## src/rtl/instr_fetch_aligner.sv

```systemverilog
// Fetch front end: pulls aligned words from instruction memory and carves them
// into 16-bit (RVC) and 32-bit instructions, including ones straddling a word.
module instr_fetch_aligner #(
  parameter logic [31:0] RESET_PC = 32'd0
) (
  input  logic        clk,
  input  logic        rst_n,
  input  logic        Stall,
  input  logic        Flush,
  input  logic [31:0] redirect_PC_i,
  output logic        imem_req_o,
  output logic [31:0] imem_addr_o,
  input  logic        imem_valid_i,
  input  logic [31:0] imem_rdata_i,
  output logic [31:0] instr_o,
  output logic [31:0] PC_o,
  output logic        compress_o,
  output logic        valid_o
);

  localparam logic [31:0] NOP = 32'h0000_0013;

  logic [31:0] pc_q, pc_d;
  logic [31:0] fetch_addr_q, fetch_addr_d;
  logic        skip_lo_q, skip_lo_d;
  logic [15:0] hold_q, hold_d;
  logic        hold_v_q, hold_v_d;
  logic [31:0] word_q, word_d;
  logic        word_v_q, word_v_d;
  logic        pend_q, pend_d;
  logic        drop_q, drop_d;
  logic [31:0] instr_q, instr_d;
  logic [31:0] pc_out_q, pc_out_d;
  logic        compress_q, compress_d;
  logic        valid_q, valid_d;

  logic        issue_en, consume, iss, iss_c, req;
  logic [31:0] iss_instr;
  logic        hold_c, lo_c, hi_c;

  assign hold_c = (hold_q[1:0] != 2'b11);
  assign lo_c   = (word_q[1:0] != 2'b11);
  assign hi_c   = (word_q[17:16] != 2'b11);

  always_comb begin
    pc_d         = pc_q;
    fetch_addr_d = fetch_addr_q;
    skip_lo_d    = skip_lo_q;
    hold_d       = hold_q;
    hold_v_d     = hold_v_q;
    word_d       = word_q;
    word_v_d     = word_v_q;
    pend_d       = pend_q;
    drop_d       = drop_q;
    instr_d      = instr_q;
    pc_out_d     = pc_out_q;
    compress_d   = compress_q;
    valid_d      = valid_q;
    consume      = 1'b0;
    iss          = 1'b0;
    iss_c        = 1'b0;
    iss_instr    = NOP;
    issue_en     = !Flush && !Stall;

    // Issue rules, first match wins.
    if (issue_en) begin
      if (hold_v_q && hold_c) begin
        iss       = 1'b1;
        iss_c     = 1'b1;
        iss_instr = {16'h0, hold_q};
        hold_v_d  = 1'b0;
      end else if (hold_v_q && word_v_q) begin
        iss       = 1'b1;
        iss_instr = {word_q[15:0], hold_q};
        hold_d    = word_q[31:16];
        consume   = 1'b1;
      end else if (!hold_v_q && word_v_q && skip_lo_q) begin
        skip_lo_d = 1'b0;
        consume   = 1'b1;
        if (hi_c) begin
          iss       = 1'b1;
          iss_c     = 1'b1;
          iss_instr = {16'h0, word_q[31:16]};
        end else begin
          hold_d   = word_q[31:16];
          hold_v_d = 1'b1;
        end
      end else if (!hold_v_q && word_v_q && lo_c) begin
        iss       = 1'b1;
        iss_c     = 1'b1;
        iss_instr = {16'h0, word_q[15:0]};
        hold_d    = word_q[31:16];
        hold_v_d  = 1'b1;
        consume   = 1'b1;
      end else if (!hold_v_q && word_v_q) begin
        iss       = 1'b1;
        iss_instr = word_q;
        consume   = 1'b1;
      end

      pc_out_d = pc_q;
      if (iss) begin
        instr_d    = iss_instr;
        compress_d = iss_c;
        valid_d    = 1'b1;
        pc_d       = pc_q + (iss_c ? 32'd2 : 32'd4);
      end else begin
        instr_d    = NOP;
        compress_d = 1'b0;
        valid_d    = 1'b0;
      end
    end

    req = rst_n && !Flush && !pend_q && (!word_v_q || consume);
    if (req) begin
      fetch_addr_d = fetch_addr_q + 32'd4;
      pend_d       = 1'b1;
    end

    if (consume) word_v_d = 1'b0;

    // Responses land regardless of Stall; a drop marks a pre-redirect fetch.
    if (imem_valid_i && pend_q) begin
      pend_d = 1'b0;
      if (drop_q) begin
        drop_d = 1'b0;
      end else begin
        word_d   = imem_rdata_i;
        word_v_d = 1'b1;
      end
    end

    if (Flush) begin
      pc_d         = {redirect_PC_i[31:1], 1'b0};
      fetch_addr_d = redirect_PC_i & ~32'd3;
      skip_lo_d    = redirect_PC_i[1];
      hold_v_d     = 1'b0;
      word_v_d     = 1'b0;
      drop_d       = pend_q && !imem_valid_i;
      pend_d       = pend_q && !imem_valid_i;
      instr_d      = NOP;
      pc_out_d     = pc_q;
      compress_d   = 1'b0;
      valid_d      = 1'b0;
    end
  end

  always_ff @(posedge clk) begin
    if (!rst_n) begin
      pc_q         <= RESET_PC;
      fetch_addr_q <= RESET_PC & ~32'd3;
      skip_lo_q    <= RESET_PC[1];
      hold_q       <= 16'h0;
      hold_v_q     <= 1'b0;
      word_q       <= 32'h0;
      word_v_q     <= 1'b0;
      pend_q       <= 1'b0;
      drop_q       <= 1'b0;
      instr_q      <= NOP;
      pc_out_q     <= 32'h0;
      compress_q   <= 1'b0;
      valid_q      <= 1'b0;
    end else begin
      pc_q         <= pc_d;
      fetch_addr_q <= fetch_addr_d;
      skip_lo_q    <= skip_lo_d;
      hold_q       <= hold_d;
      hold_v_q     <= hold_v_d;
      word_q       <= word_d;
      word_v_q     <= word_v_d;
      pend_q       <= pend_d;
      drop_q       <= drop_d;
      instr_q      <= instr_d;
      pc_out_q     <= pc_out_d;
      compress_q   <= compress_d;
      valid_q      <= valid_d;
    end
  end

  assign imem_req_o  = req;
  assign imem_addr_o = fetch_addr_q;
  assign instr_o     = instr_q;
  assign PC_o        = pc_out_q;
  assign compress_o  = compress_q;
  assign valid_o     = valid_q;

endmodule
```

## config.mk

```make
export PLATFORM = sky130hd
export DESIGN_NAME = instr_fetch_aligner
export DESIGN_NICKNAME = d
export VERILOG_FILES = /design/src/rtl/instr_fetch_aligner.sv
export SDC_FILE = /design/constraint.sdc
export NUM_CORES = 1
export LEC_CHECK = 0
export CAP_MARGIN = 20
export CORE_MARGIN = 10
export CORE_UTILIZATION = 35
export CTS_CLUSTER_SIZE = 16
export DETAILED_ROUTE_END_ITERATION = 8
export GPL_ROUTABILITY_DRIVEN = 0
export SLEW_MARGIN = 20
export SYNTH_ARGS = -nofsm -noshare
export SYNTH_HDL_FRONTEND = slang
export SYNTH_SLANG_ARGS = --single-unit
export TNS_END_PERCENT = 20
```

## constraint.sdc

```tcl
create_clock -name clk -period 6.1 [get_ports clk]
set_input_delay 1.83 -clock clk [delete_from_list [all_inputs] [get_ports clk]]
set_output_delay 1.83 -clock clk [all_outputs]
set_load 0.05 [all_outputs]
```

==> results of run 1 <==
[cell usage after synthesis, drive strengths merged (13+ instances only)]
| cell type | instances | area share, % |
|---|---|---|
| nor3 | 21 | 1.3 |
| o21ai | 47 | 2.9 |
| buf | 19 | 1.3 |
| nor2 | 71 | 3.2 |
| dfxtp | 179 | 44 |
| nor4 | 19 | 1.4 |
| a21oi | 107 | 6.5 |
| inv | 15 | 0.68 |
| xnor2 | 29 | 3.1 |
| a31oi | 21 | 1.6 |
| clkbuf | 62 | 2.8 |
| mux2i | 20 | 2.4 |
| a22o | 16 | 1.7 |
| nor2b | 16 | 1.2 |
| a22oi | 33 | 3.0 |
| nand3 | 18 | 1.2 |
| o2bb2ai | 13 | 1.4 |
| nand2 | 181 | 8.3 |
[critical path, cell delays in order]
cell             delay, ns
clkdlybuf4s50_1       0.56
or2_1                 0.31
o21ai_2               0.24
nand2_1               0.14
inv_1                 0.14
buf_12                0.15
[cells by family (layout without fill, tap and decap cells)]
kind of cell / count (synthesis) / in the layout
buffers and inverters: 97 / 226
other: 1 / 4
DFF: 179 / 179
muxes: 20 / 20
xor gates and xnor gates: 30 / 30
adders and majority gates: 4 / 4
AOI/OAI and AO/OA: 290 / 290
and+or+nand+nor: 393 / 393
[cell type report]
class,count,area share [%]
diodes,1,0.02345
clock buffers,18,4.116
clock inverters,14,1.466
inverters,16,0.5629
multi-input cells,740,40.06
flip-flops and latches,179,33.59
well taps,319,3.741
repair buffers,178,16.44
[worst paths after layout]
path | from | endpoint | slack [ns]
hold reg to reg | PC_o[26] | PC_o[26] | 0.45
setup / recovery | Stall | imem_req_o | 0.92
setup reg to reg | hold_v_q | pc_q[30] | 2.17
hold / removal | PC_o[26] | PC_o[26] | 0.45
[flip-flops by register name, summed over array words and instances, names as in the netlist]
name and cells:
word_q 32, hold_q 16, hold_v_q 1, pend_q 1, PC_o 31, word_v_q 1
pc_q 31, skip_lo_q 1, instr_o 32, compress_o 1, drop_q 1, imem_addr_o 30
valid_o 1
[cell usage in the layout (no fill, tap or decap), types with 6 or more instances in the layout]
cell	synthesis	layout
nand2_1	181	181
a21oi_1	107	107
xnor2_1	29	29
o21ai_0	46	46
a31oi_1	21	21
dfxtp_1	179	179
nor4_1	19	19
nand3_1	17	17
mux2i_1	20	20
and2_1	8	8
and4_1	9	9
buf_4	3	15
clkbuf_16	0	17
a211oi_1	6	6
a22oi_1	33	33
inv_1	14	14
and3_1	9	9
nor2b_1	16	16
nor2_1	71	68
clkdlybuf4s50_1	0	162
nand4_1	12	12
nor3_1	21	21
a22o_1	16	16
o2bb2ai_1	13	13
[per-layer routing]
layer,GRT usage (%),routed length [um],vias to the layer above
met3,3.790,1407,38
met4,6.863,683,0
met5,0,0,-
met2,25.89,11790,193
li1,-,-,3856
met1,24.83,13560,3691
[power breakdown]
| group | switching (mW) | internal [mW] |
|---|---|---|
| Clock | 0.538 | 0.562 |
| Sequential | 0.0601 | 1.22 |
| Combinational | 0.235 | 0.145 |
==> reports/metrics.yaml, run 1 <==
synth:
  dominantRegCellSynth: "dfxtp_1"
  synth-simple-area-share_pct: 22.56
  post_synth_num_cell_types: 70
  synth.cell_area_um2: 8220
  synthMuxAreaShare_pct: 2.435
  share_of_the_yosys_chip_area_belonging_to_registers_pct: 43.59
  synthXorXnorAreaFrac_pct: 3.196
  synth_compound_gate_area_share_pct: 22.62
  number_of_enable_type_register_cells_in_the_synthesized_netlist: 0
  synth_top_family_by_area: "compound AO/OA/AOI/OAI gates"
  yosysWarnings: 0
  async_reset_ff_share_pct: 0
  post_synth_adder_cell_area_pct: 0.7002
  ys_seq_elements: 179
  post_synth.cell_area_avg_um2: 8.107
  synth_cells: 1014
clocking:
  cts_setup_buffers: 0
  cts_tree: "built"
  cts_hold_buffers: 0
  clkTransAtPathRegs_ns: 0.08
  cts.root.buffer_cell: "clkbuf_16"
  post_cts.resized_instances: 0
  cts_sinks: 179
  total_cts_buffers: 17
  ctsLongestPathBuffers: 2
  clkLatencyLatePin_ns: 0.45
  htree_levels: 4
setup_path:
  startpoint_type: "input port"
  cp.arrival_ns: 3.35
  r2r.worst_path.cells: 8
  worstSetupPathType: "input port to output pin"
  critical_path.endpoint_type: "output pin"
  crit_fanout: 7
  critPathRequiredTime_ns: 4.27
detailed_routing:
  routed-via-count: 7778
  drt-initial-drc-count: 648
  routed_wl_um: 27440
  ant_nets: 0
  drtPass1Iterations: 5
  drc: 0
  avgRoutedWirePerCell_um: 18.73
  via_per_inst: 5.309
grt:
  grt_pass1_vias: 7380
  gr-usage-all-layers_pct: 17.70
  grt_first_pass_wirelength_um: 42750
  globalRoute.totalOverflow: 0
  antenna_violations_before_repair: 0
  largest_net_degree_at_the_start_of_global_routing: 61
timing:
  setup_viol: 0
  max_freq_mhz: 193.0
  setup-tns-final_ns: 0
  timing.clock.skew_ns: 0.01920
  fin_hold_ws_ns: 0.4509
  min_clock_period_post_route_ns: 5.182
  final.period_utilization_pct: 84.96
  slew_viol_final: 0
  setup_slack_ns: 0.9176
  tightestPinTransition_ns: 0.9971
  setup_repair_after_global_routing_missed_its_margin: "no"
  max_slew_margin_pct: 33.37
  finalHoldViolCount: 0
final_layout:
  area_used_by_multi_input_combinational_logic_um2: 4274
  sequential_cell_area_um2: 3583
  fillerInstances: 2356
  area_delta_synth_final_pct: 29.79
  drive_gt1_share_pct: 5.590
  fin_area_um2: 10670
  postLayoutCoreUtil_pct: 45.86
  fin_nets: 1205
  final_instance_count_without_filler_cells: 1465
floorplanning:
  core_um2: 23260
  io_pins: 168
  placement_rows: 56
  design.die.area_um2: 30020
  floorplan.initialDensity_pct: 35.34
  chipHeight_um: 173.3
  floorplan.die.width_um: 173.3
placement:
  port_buffers: 163
  place.detailed.hpwl_um: 19580
  place_area_um2: 10070
  post-place-ws_ns: 0.8968
  placed_cell_count: 1432
worst_hold_path:
  hold_path.class: "register to register"
  worst_hold_path.num_cells: 2
power_and_ir_drop:
  max-vdd-ir-drop_uv: 129.2
  total_leakage_power_nw: 3.652
  design_power_total_mw: 2.756
  power.density_nw_per_um2: 258.3
run:
  drv.max_cap_violation_count: 0
run_status:
  outcome: "finished, final reports clean"
Power figures use the tool's default switching activity.
==> inputs of run 2 (changes only) <==
==> constraint.sdc (replaced) <==
create_clock -name clk -period 4.4 [get_ports clk]
set_input_delay 1.32 -clock clk [delete_from_list [all_inputs] [get_ports clk]]
set_output_delay 1.32 -clock clk [all_outputs]
set_load 0.05 [all_outputs]
==> reports/metrics.yaml, run 2 (synthesized netlist as in run 1, its figures left out) <==
clocking:
  cts.root.buffer_cell: "clkbuf_16"
  ctsLongestPathBuffers: 2  # unchanged
  cts_tree: "built"
  cts_hold_buffers: 0  # unchanged
  htree_levels: 4  # unchanged
  cts_setup_buffers: 0  # unchanged
  clkTransAtPathRegs_ns: 0.07  # about the same
  post_cts.resized_instances: 0  # unchanged
  total_cts_buffers: 17  # unchanged
  cts_sinks: 179  # unchanged
  clkLatencyLatePin_ns: 0.45  # about the same
final_layout:
  final_cell_mix: "nand2_1 (181), dfxtp_1 (179), clkdlybuf4s50_1 (162)"
  diodes: 0  # -1
  most_common_library_cell_in_the_layout_ignoring_fill_and_taps: "nand2_1"
  drive_gt1_share_pct: 6.326  # +0.74 points
  area_delta_synth_final_pct: 30.62
  fillerInstances: 2363  # +0.30%
  postLayoutCoreUtil_pct: 46.16  # +0.30 points
  final_instance_count_without_filler_cells: 1473  # +0.55%
  fin_nets: 1214  # +0.75%
setup_path:
  cp.arrival_ns: 2.62  # -0.73 ns
  startpoint_of_the_worst_register_to_register_path: "skip_lo_q"
  crit_fanout: 4  # -3
  critPathBufInv: 3  # unchanged
  worstSetupStartpoint: "Flush"
  crit_chain: "clkdlybuf4s50_1 > or2_1 > o21ai_2 > nand2_1 > inv_1 > buf_12"
  critical_path.endpoint_type: "output pin"
  startpoint_type: "input port"
  critical-path-slowest-cell: "clkdlybuf4s50_1"
  worstSetupPathType: "input port to output pin"
  cp_slowest_stage_delay_ns: 0.47  # -0.09 ns
  cpLargestDelayFamily: "buffers and inverters"
  critPathRequiredTime_ns: 3.08  # -1.19 ns
grt:
  globalRoute.totalOverflow: 0  # unchanged
  grt_first_pass_wirelength_um: 43500  # +1.7%
  grt_pass1_vias: 7276  # -1.4%
  antenna_violations_before_repair: 0  # unchanged
  gr-usage-all-layers_pct: 17.96  # +0.25 points
  largest_net_degree_at_the_start_of_global_routing: 84  # +38%
detailed_routing:
  drt-initial-drc-count: 627  # -3.2%
  avgRoutedWirePerCell_um: 18.60  # -0.71%
  drc: 0  # unchanged
  ant_nets: 0  # unchanged
  routed-via-count: 7833  # +0.71%
  routed_wl_um: 27400  # -0.16%
  via_per_inst: 5.318  # +0.16%
  drtPass1Iterations: 5  # unchanged
timing:
  slew_viol_final: 0  # unchanged
  setup_slack_ns: 0.4628  # -0.4548 ns
  max_freq_mhz: 254.0
  setup_viol: 0  # unchanged
  final.period_utilization_pct: 89.48
  timing.clock.skew_ns: 0.01533  # -0.003872 ns
  finalHoldViolCount: 0  # unchanged
  tightestPinTransition_ns: 0.7886  # -0.2085 ns
  max_slew_margin_pct: 47.17  # +14 points
  setup-tns-final_ns: 0  # unchanged
  setup_repair_after_global_routing_missed_its_margin: "no"
  min_clock_period_post_route_ns: 3.937
placement:
  post-place-ws_ns: 0.4555  # -0.4413 ns
  placed_cell_count: 1441  # +0.63%
  place.detailed.hpwl_um: 19650  # +0.36%
  port_buffers: 163  # unchanged
power_and_ir_drop:
  switching_share_pct: 30.44  # +0.19 points
  power_switching_mw: 1.161  # +39%
  total_leakage_power_nw: 3.696  # +1.2%
  max-vdd-ir-drop_uv: 211.1  # +63%
  pwr-share-clk_pct: 39.7  # -0.2 points
  p_int_mw: 2.653  # +38%
  design_power_total_mw: 3.814  # +38%
  power.density_nw_per_um2: 355.2  # +37%
  power_frac_comb_pct: 13.9  # about the same
  share_seq_of_total_power_pct: 46.4  # about the same
floorplanning:
  io_pins: 168  # unchanged
  core_um2: 23260  # unchanged
  placement_rows: 56  # unchanged
  design.die.area_um2: 30020  # unchanged
  floorplan.initialDensity_pct: 35.34  # unchanged
  chipHeight_um: 173.3  # unchanged
  floorplan.die.width_um: 173.3  # unchanged
worst_hold_path:
  hold_path.class: "register to register"
  min-delay-start: "PC_o[31]"
run:
  drv.max_cap_violation_count: 0  # unchanged
run_status:
  outcome: "finished, final reports clean"
## run 2: area by class of cell
cell class                 instances  area (um2)  share of cell area (%)
inverter                          16       60.06                  0.5593
clock buffer                      17       425.4                   3.962
multi-input combinational        740        4269                   39.76
sequential                       179        3583                   33.37
tap                              319       399.1                   3.717
clock inverter                    15       166.4                   1.550
timing repair buffer             187        1834                   17.08
## run 2: power by group through the flow
| stage | Combinational, mW | Sequential [mW] | Clock, mW |
|---|---|---|---|
| floorplan | 0.198 | 1.91 | 0 |
| global placement | 0.527 | 1.80 | 0 |
| detailed placement | 0.531 | 1.80 | 0 |
| CTS | 0.533 | 1.77 | 1.55 |
| global route | 0.570 | 1.78 | 1.61 |
| finish | 0.532 | 1.77 | 1.51 |
## run 2: worst paths after layout
kind | endpoint | slack (ns) | cells after the start
setup / recovery | imem_req_o | 0.46 | 6
hold / removal | PC_o[31] | 0.45 | 2
setup reg to reg | pc_q[26] | 1.17 | 9
hold reg to reg | PC_o[31] | 0.45 | 2
## run 2: metrics by stage
step           hold WS [ns]  area, um2
2_1_floorplan        0.4450       8228
3_3_place_gp         0.4389      10130
3_5_place_dp         0.4440      10140
4_1_cts              0.4553      10740
5_1_grt              0.4694      10740
6_report             0.4504      10740
## run 2: per-layer routing
layer	routed length [um]	vias up	GRT usage (%)
met5	0	-	0
met4	617	0	6.109
met3	1538	33	3.942
met2	11730	234	25.82
met1	13510	3699	25.79
li1	-	3867	-
## run 2: worst reg2reg max path: stages, from the launching register on
cell and delay (ns):
dfxtp_1 0.74, nand3_1 0.25, a41oi_1 0.49, ha_1 0.24, a21o_1 0.11, nand4_1 0.09, buf_4 0.20, or4_4 0.57
or3_1 0.32, a31oi_1 0.16
==> variant 1 (settings of run 1) <==
`word_q` no longer has a reset.
--- a/src/rtl/instr_fetch_aligner.sv
+++ b/src/rtl/instr_fetch_aligner.sv
@@ -152,7 +152,6 @@
       skip_lo_q    <= RESET_PC[1];
       hold_q       <= 16'h0;
       hold_v_q     <= 1'b0;
-      word_q       <= 32'h0;
       word_v_q     <= 1'b0;
       pend_q       <= 1'b0;
       drop_q       <= 1'b0;
@@ -166,7 +165,6 @@
       skip_lo_q    <= skip_lo_d;
       hold_q       <= hold_d;
       hold_v_q     <= hold_v_d;
-      word_q       <= word_d;
       word_v_q     <= word_v_d;
       pend_q       <= pend_d;
       drop_q       <= drop_d;
@@ -177,6 +175,10 @@
     end
   end
 
+  always_ff @(posedge clk) begin
+    word_q <= word_d;
+  end
+
   assign imem_req_o  = req;
   assign imem_addr_o = fetch_addr_q;
   assign instr_o     = instr_q;
Check against the original RTL: no difference found for any inputs over 4 cycles, from zero or initial values and one cycle with rst_n low; that may be too few to reach the edited logic, so the function may still have changed.
==> variant 1 against run 1 <==
- cell count down 9.5%
- design area down 1.5%
- clock skew down 0.0051 ns
- sequential share of layout area up 3.6 points
- sequential cell count unchanged
- power up 1.8%
- wire length down 10%
- setup slack better by 0.042 ns
- count of clock-buffer cells in the layout down 1
- global-route usage down 0.73 points
- area after synthesis down 2.8%
- largest cell class is now flip-flops and latches
==> variant 1: results <==
group,metric,value,unit
run_status,status,"finished clean",
worst_hold_path,hold_end,"PC_o[17]$_SDFFE_PN0P_",
worst_hold_path,hold_start,"PC_o[17]$_SDFFE_PN0P_",
power,switching_power,0.8486,mW
drt,post_drt_wl_per_cell,18.63,um
power,p_leak,3.537,nW
cells_and_area,clkCellAreaFrac,5.941,%
cells_and_area,drive_above_1_share,7.115,%
global_routing,grtUsageMet3,5.346,%
cells_and_area,n_clock_buffer,17,
cells_and_area,layout.area.seq,3904,um2
drt,drt_iter0_drc,511,
logic_synthesis,netlist_area,7993,um2
cells_and_area,multi_input_area_share,36.27,%
logic_synthesis,seq_area_frac_synth,48.84,%
drt,wl_met1,10490,um
worst_setup_path,reg2reg_to,"pc_q[31]$_SDFFE_PN0P_",
cells_and_area,inverters,9,
timing,fin_skew,0.01414,ns
global_routing,use_met2,28.01,%
drt,wl_met3,1985,um
cells_and_area,signal_buffers,181,
worst_setup_path,crit_fanout,10,
logic_synthesis,synth_edf_count,32,
logic_synthesis,synth_cell_type_count,64,
timing,worst-slew-pin-transition,0.9411,ns
power,vdd_drop_max,0.1640,mV
worst_setup_path,cpPeakStageDelay,0.59,ns
power,switching_share,30.23,%
placed_design,dp.cells,1293,
cells_and_area,antenna_cells,1,
timing,post-route-period-util,84.27,%
worst_setup_path,reg2regPathDepth,10,
drt,wl,24710,um
drt,wl_met2,11720,um
cells_and_area,fin_nets,1100,
placed_design,dpl-instance-area,9879,um2
timing,whs,0.4516,ns
placed_design,dp_slack,0.9668,ns
drt,routed.top_layer,"met5",
global_routing,grt_pass1_wl,39260,um
drt,vias_per_cell,5.435,
worst_setup_path,r2r_setup_slack,2.85,ns
global_routing,grt_max_degree,60,
logic_synthesis,synth.area.top_cells,"dfxtp_1, edfxtp_1, nand2_1",
worst_setup_path,rr_startpoint,"word_v_q$_SDFF_PP0_",
power,pg_comb,0.371,mW
global_routing,grt_antenna_before_repair,3,
logic_synthesis,synth_common_cells,"dfxtp_1, nand2_1, a21oi_1, nor2_1, clkbuf_1",
logic_synthesis,avgSynthCellArea,8.981,um2
==> variant 1: cell types whose count changed after synthesis, moves of 13 or more <==
cell              run 1  this run
nand2_1             181       113
dfxtp_1             179       147
edfxtp_1              0        32
a21oi_1             107        80
xnor2_1              29         7
xor2_1                1        22
clkbuf_1             62        49
nor2b_1              16         3
o2bb2ai_1            13         0
==> variant 1: cell families (layout without fill, tap and decap cells) <==
logic type               after synthesis  count (layout)  synth area share [%]
flip-flops                           179             179                 48.84
buffers and inverters                 74             222                 3.867
AO/OA/AOI/OAI                        234             234                 18.64
multiplexers                          37              37                 4.712
adder cells (fa/ha/maj)                4               4                0.7202
other                                  1               4               0.04692
XOR/XNOR                              29              29                 3.178
AND/OR/NAND/NOR                      332             332                 19.99
==> variant 1: worst register-to-register path: cells and delay by family, from the launching register on <==
kind            cells  cell delay (ns)
simple gates        7             2.12
flops               1             0.50
fa+ha+maj           2             0.44
compound gates      1             0.09
==> variant 2 (settings of run 1) <==
Without the edit above. Reset style: asynchronous (`rst_n`), changed in one clocked block.
--- a/src/rtl/instr_fetch_aligner.sv
+++ b/src/rtl/instr_fetch_aligner.sv
@@ -145,7 +145,7 @@
     end
   end
 
-  always_ff @(posedge clk) begin
+  always_ff @(posedge clk or negedge rst_n) begin
     if (!rst_n) begin
       pc_q         <= RESET_PC;
       fetch_addr_q <= RESET_PC & ~32'd3;
Behaviour: differs if rst_n is asserted again (counterexample within 4 cycles, from zero or initial values and one cycle with rst_n low); with rst_n held inactive, the same outputs for 4 cycles.
==> variant 2 against run 1 <==
- setup slack worse by 0.25 ns
- area after synthesis up 4.9%
- critical path depth unchanged
- cell count down 13%
- wire length down 9.4%
- die area up 4.4%
- sequential cell count unchanged
- critical endpoint unchanged
- worst hold slack better by 0.017 ns
- register-to-register slack better by 0.43 ns
- utilization up 0.27 points
- design area up 5.2%
- clock skew down 0.0076 ns
Power is not compared: it rests on default switching activity, and its combinational part moved more than twofold at a synthesized area within 25%.
==> variant 2: results <==
group,metric,value,unit
drt,firstDrtPassIters,4,
worst_setup_path,rr_startpoint,"hold_v_q$_DFFE_PN0P_",
timing,worst-slew-pin-transition,1.133,ns
cts,post_cts_resize_count,0,
drt,drt_iter0_drc,457,
logic_synthesis,ys_async_sr_fraction,100.0,%
worst_setup_path,crit_fanout,8,
placed_design,dpl-instance-area,10540,um2
power,p_leak,4.594,nW
worst_setup_path,cpPeakStageDelay,0.63,ns
logic_synthesis,synth_edf_count,0,
global_routing,grt_max_degree,74,
logic_synthesis,synthMuxAreaShare,13.98,%
global_routing,grt_pass1_vias,6707,
global_routing,grt_pass1_wl,39190,um
logic_synthesis,synth_compound_area_share,9.369,%
cts,cts_buffer_depth,2,
worst_setup_path,crit_family,"buffers and inverters",
worst_setup_path,reg2reg_to,"pc_q[23]$_DFFE_PN0P_",
logic_synthesis,postSynthCellCount,793,
cts,numCtsBuffers,17,
logic_synthesis,synth.area.top_cells,"dfrtp_1, mux2_2, nand2_1",
cells_and_area,fin_nets,1012,
worst_setup_path,reg2regPathDepth,11,
cts,cts_root_buf,"clkbuf_16",
worst_setup_path,cp-startpoint,"Stall",
worst_setup_path,cpMaxStageDelayCell,"clkdlybuf4s50_1",
cts,htreeDepth,4,
logic_synthesis,synth_xor_area_share,5.381,%
global_routing,grt_usage,16.00,%
timing,period_needed,5.428,ns
logic_synthesis,synthAdderAreaFrac,0.6672,%
power,p_per_area,315.8,nW/um2
worst_hold_path,hp-class,"register to register",
cells_and_area,drive_above_1_share,16.28,%
logic_synthesis,synth_common_cells,"dfrtp_1, nand2_1, mux2_2",
worst_setup_path,r2r_setup_slack,2.60,ns
drt,post_drt_wl_per_cell,19.45,um
cts,cts.clk_slew.worst_paths,0.08,ns
cts,postCtsSetupRepairBufs,0,
worst_setup_path,cp-endpoint,"imem_req_o",
drt,vias_per_cell,5.117,
placed_design,dpl.hpwl,17460,um
run_status,status,"finished clean",
timing,fin_skew,0.01162,ns
cells_and_area,final_cells,1278,
worst_setup_path,arrival,3.60,ns
placed_design,dp.cells,1243,
placed_design,dp_slack,0.6702,ns
global_routing,grt_antenna_before_repair,1,
logic_synthesis,synth-main-ff-cell,"dfrtp_1",
logic_synthesis,seq_area_frac_synth,51.97,%
cells_and_area,nFillCells,2292,
logic_synthesis,synth_cell_type_count,52,
## variant 2: cell types whose count changed after synthesis, sizes merged, moves of 34 or more
cell | before | now
dfxtp | 179 | 0
dfrtp | 0 | 176
mux2 | 0 | 92
a21oi | 107 | 17
nor2 | 71 | 20
nand2 | 181 | 140
clkbuf | 62 | 28
## variant 2: final cells by class
class / instances / area [um2] / share of cell area [%]
tap: 324 / 405.4 / 3.613
multi-input combinational: 557 / 3914 / 34.88
clock inverter: 15 / 207.7 / 1.851
sequential: 179 / 4483 / 39.96
clock buffer: 17 / 425.4 / 3.792
inverter: 11 / 41.29 / 0.3680
antenna: 2 / 5.005 / 0.04461
timing repair buffer: 173 / 1738 / 15.49
## variant 2: worst min-delay path by stage
| stage | start | endpoint | slack [ns] | cells past startpoint |
|---|---|---|---|---|
| final | PC_o[11]$_DFFE_PN0N_ | PC_o[11]$_DFFE_PN0N_ | 0.47 | 2 |
| after global routing | PC_o[21]$_DFFE_PN0N_ | PC_o[21]$_DFFE_PN0N_ | 0.50 | 2 |
| after CTS | PC_o[21]$_DFFE_PN0N_ | PC_o[21]$_DFFE_PN0N_ | 0.47 | 2 |
| after detailed placement | PC_o[1]$_DFFE_PN0N_ | PC_o[1]$_DFFE_PN0N_ | 0.46 | 2 |
| after global placement | PC_o[17]$_DFFE_PN0N_ | PC_o[17]$_DFFE_PN0N_ | 0.45 | 2 |
| after floorplan | pc_q[31]$_DFFE_PN0P_ | PC_o[31]$_DFFE_PN0N_ | 0.46 | 2 |
## variant 2: per-layer routing
layer	up-vias	routed length [um]	track usage, %
met2	172	11890	25.48
met5	-	0	0
met3	29	1735	4.950
met4	0	408	4.588
met1	3233	10820	20.49
li1	3105	-	-
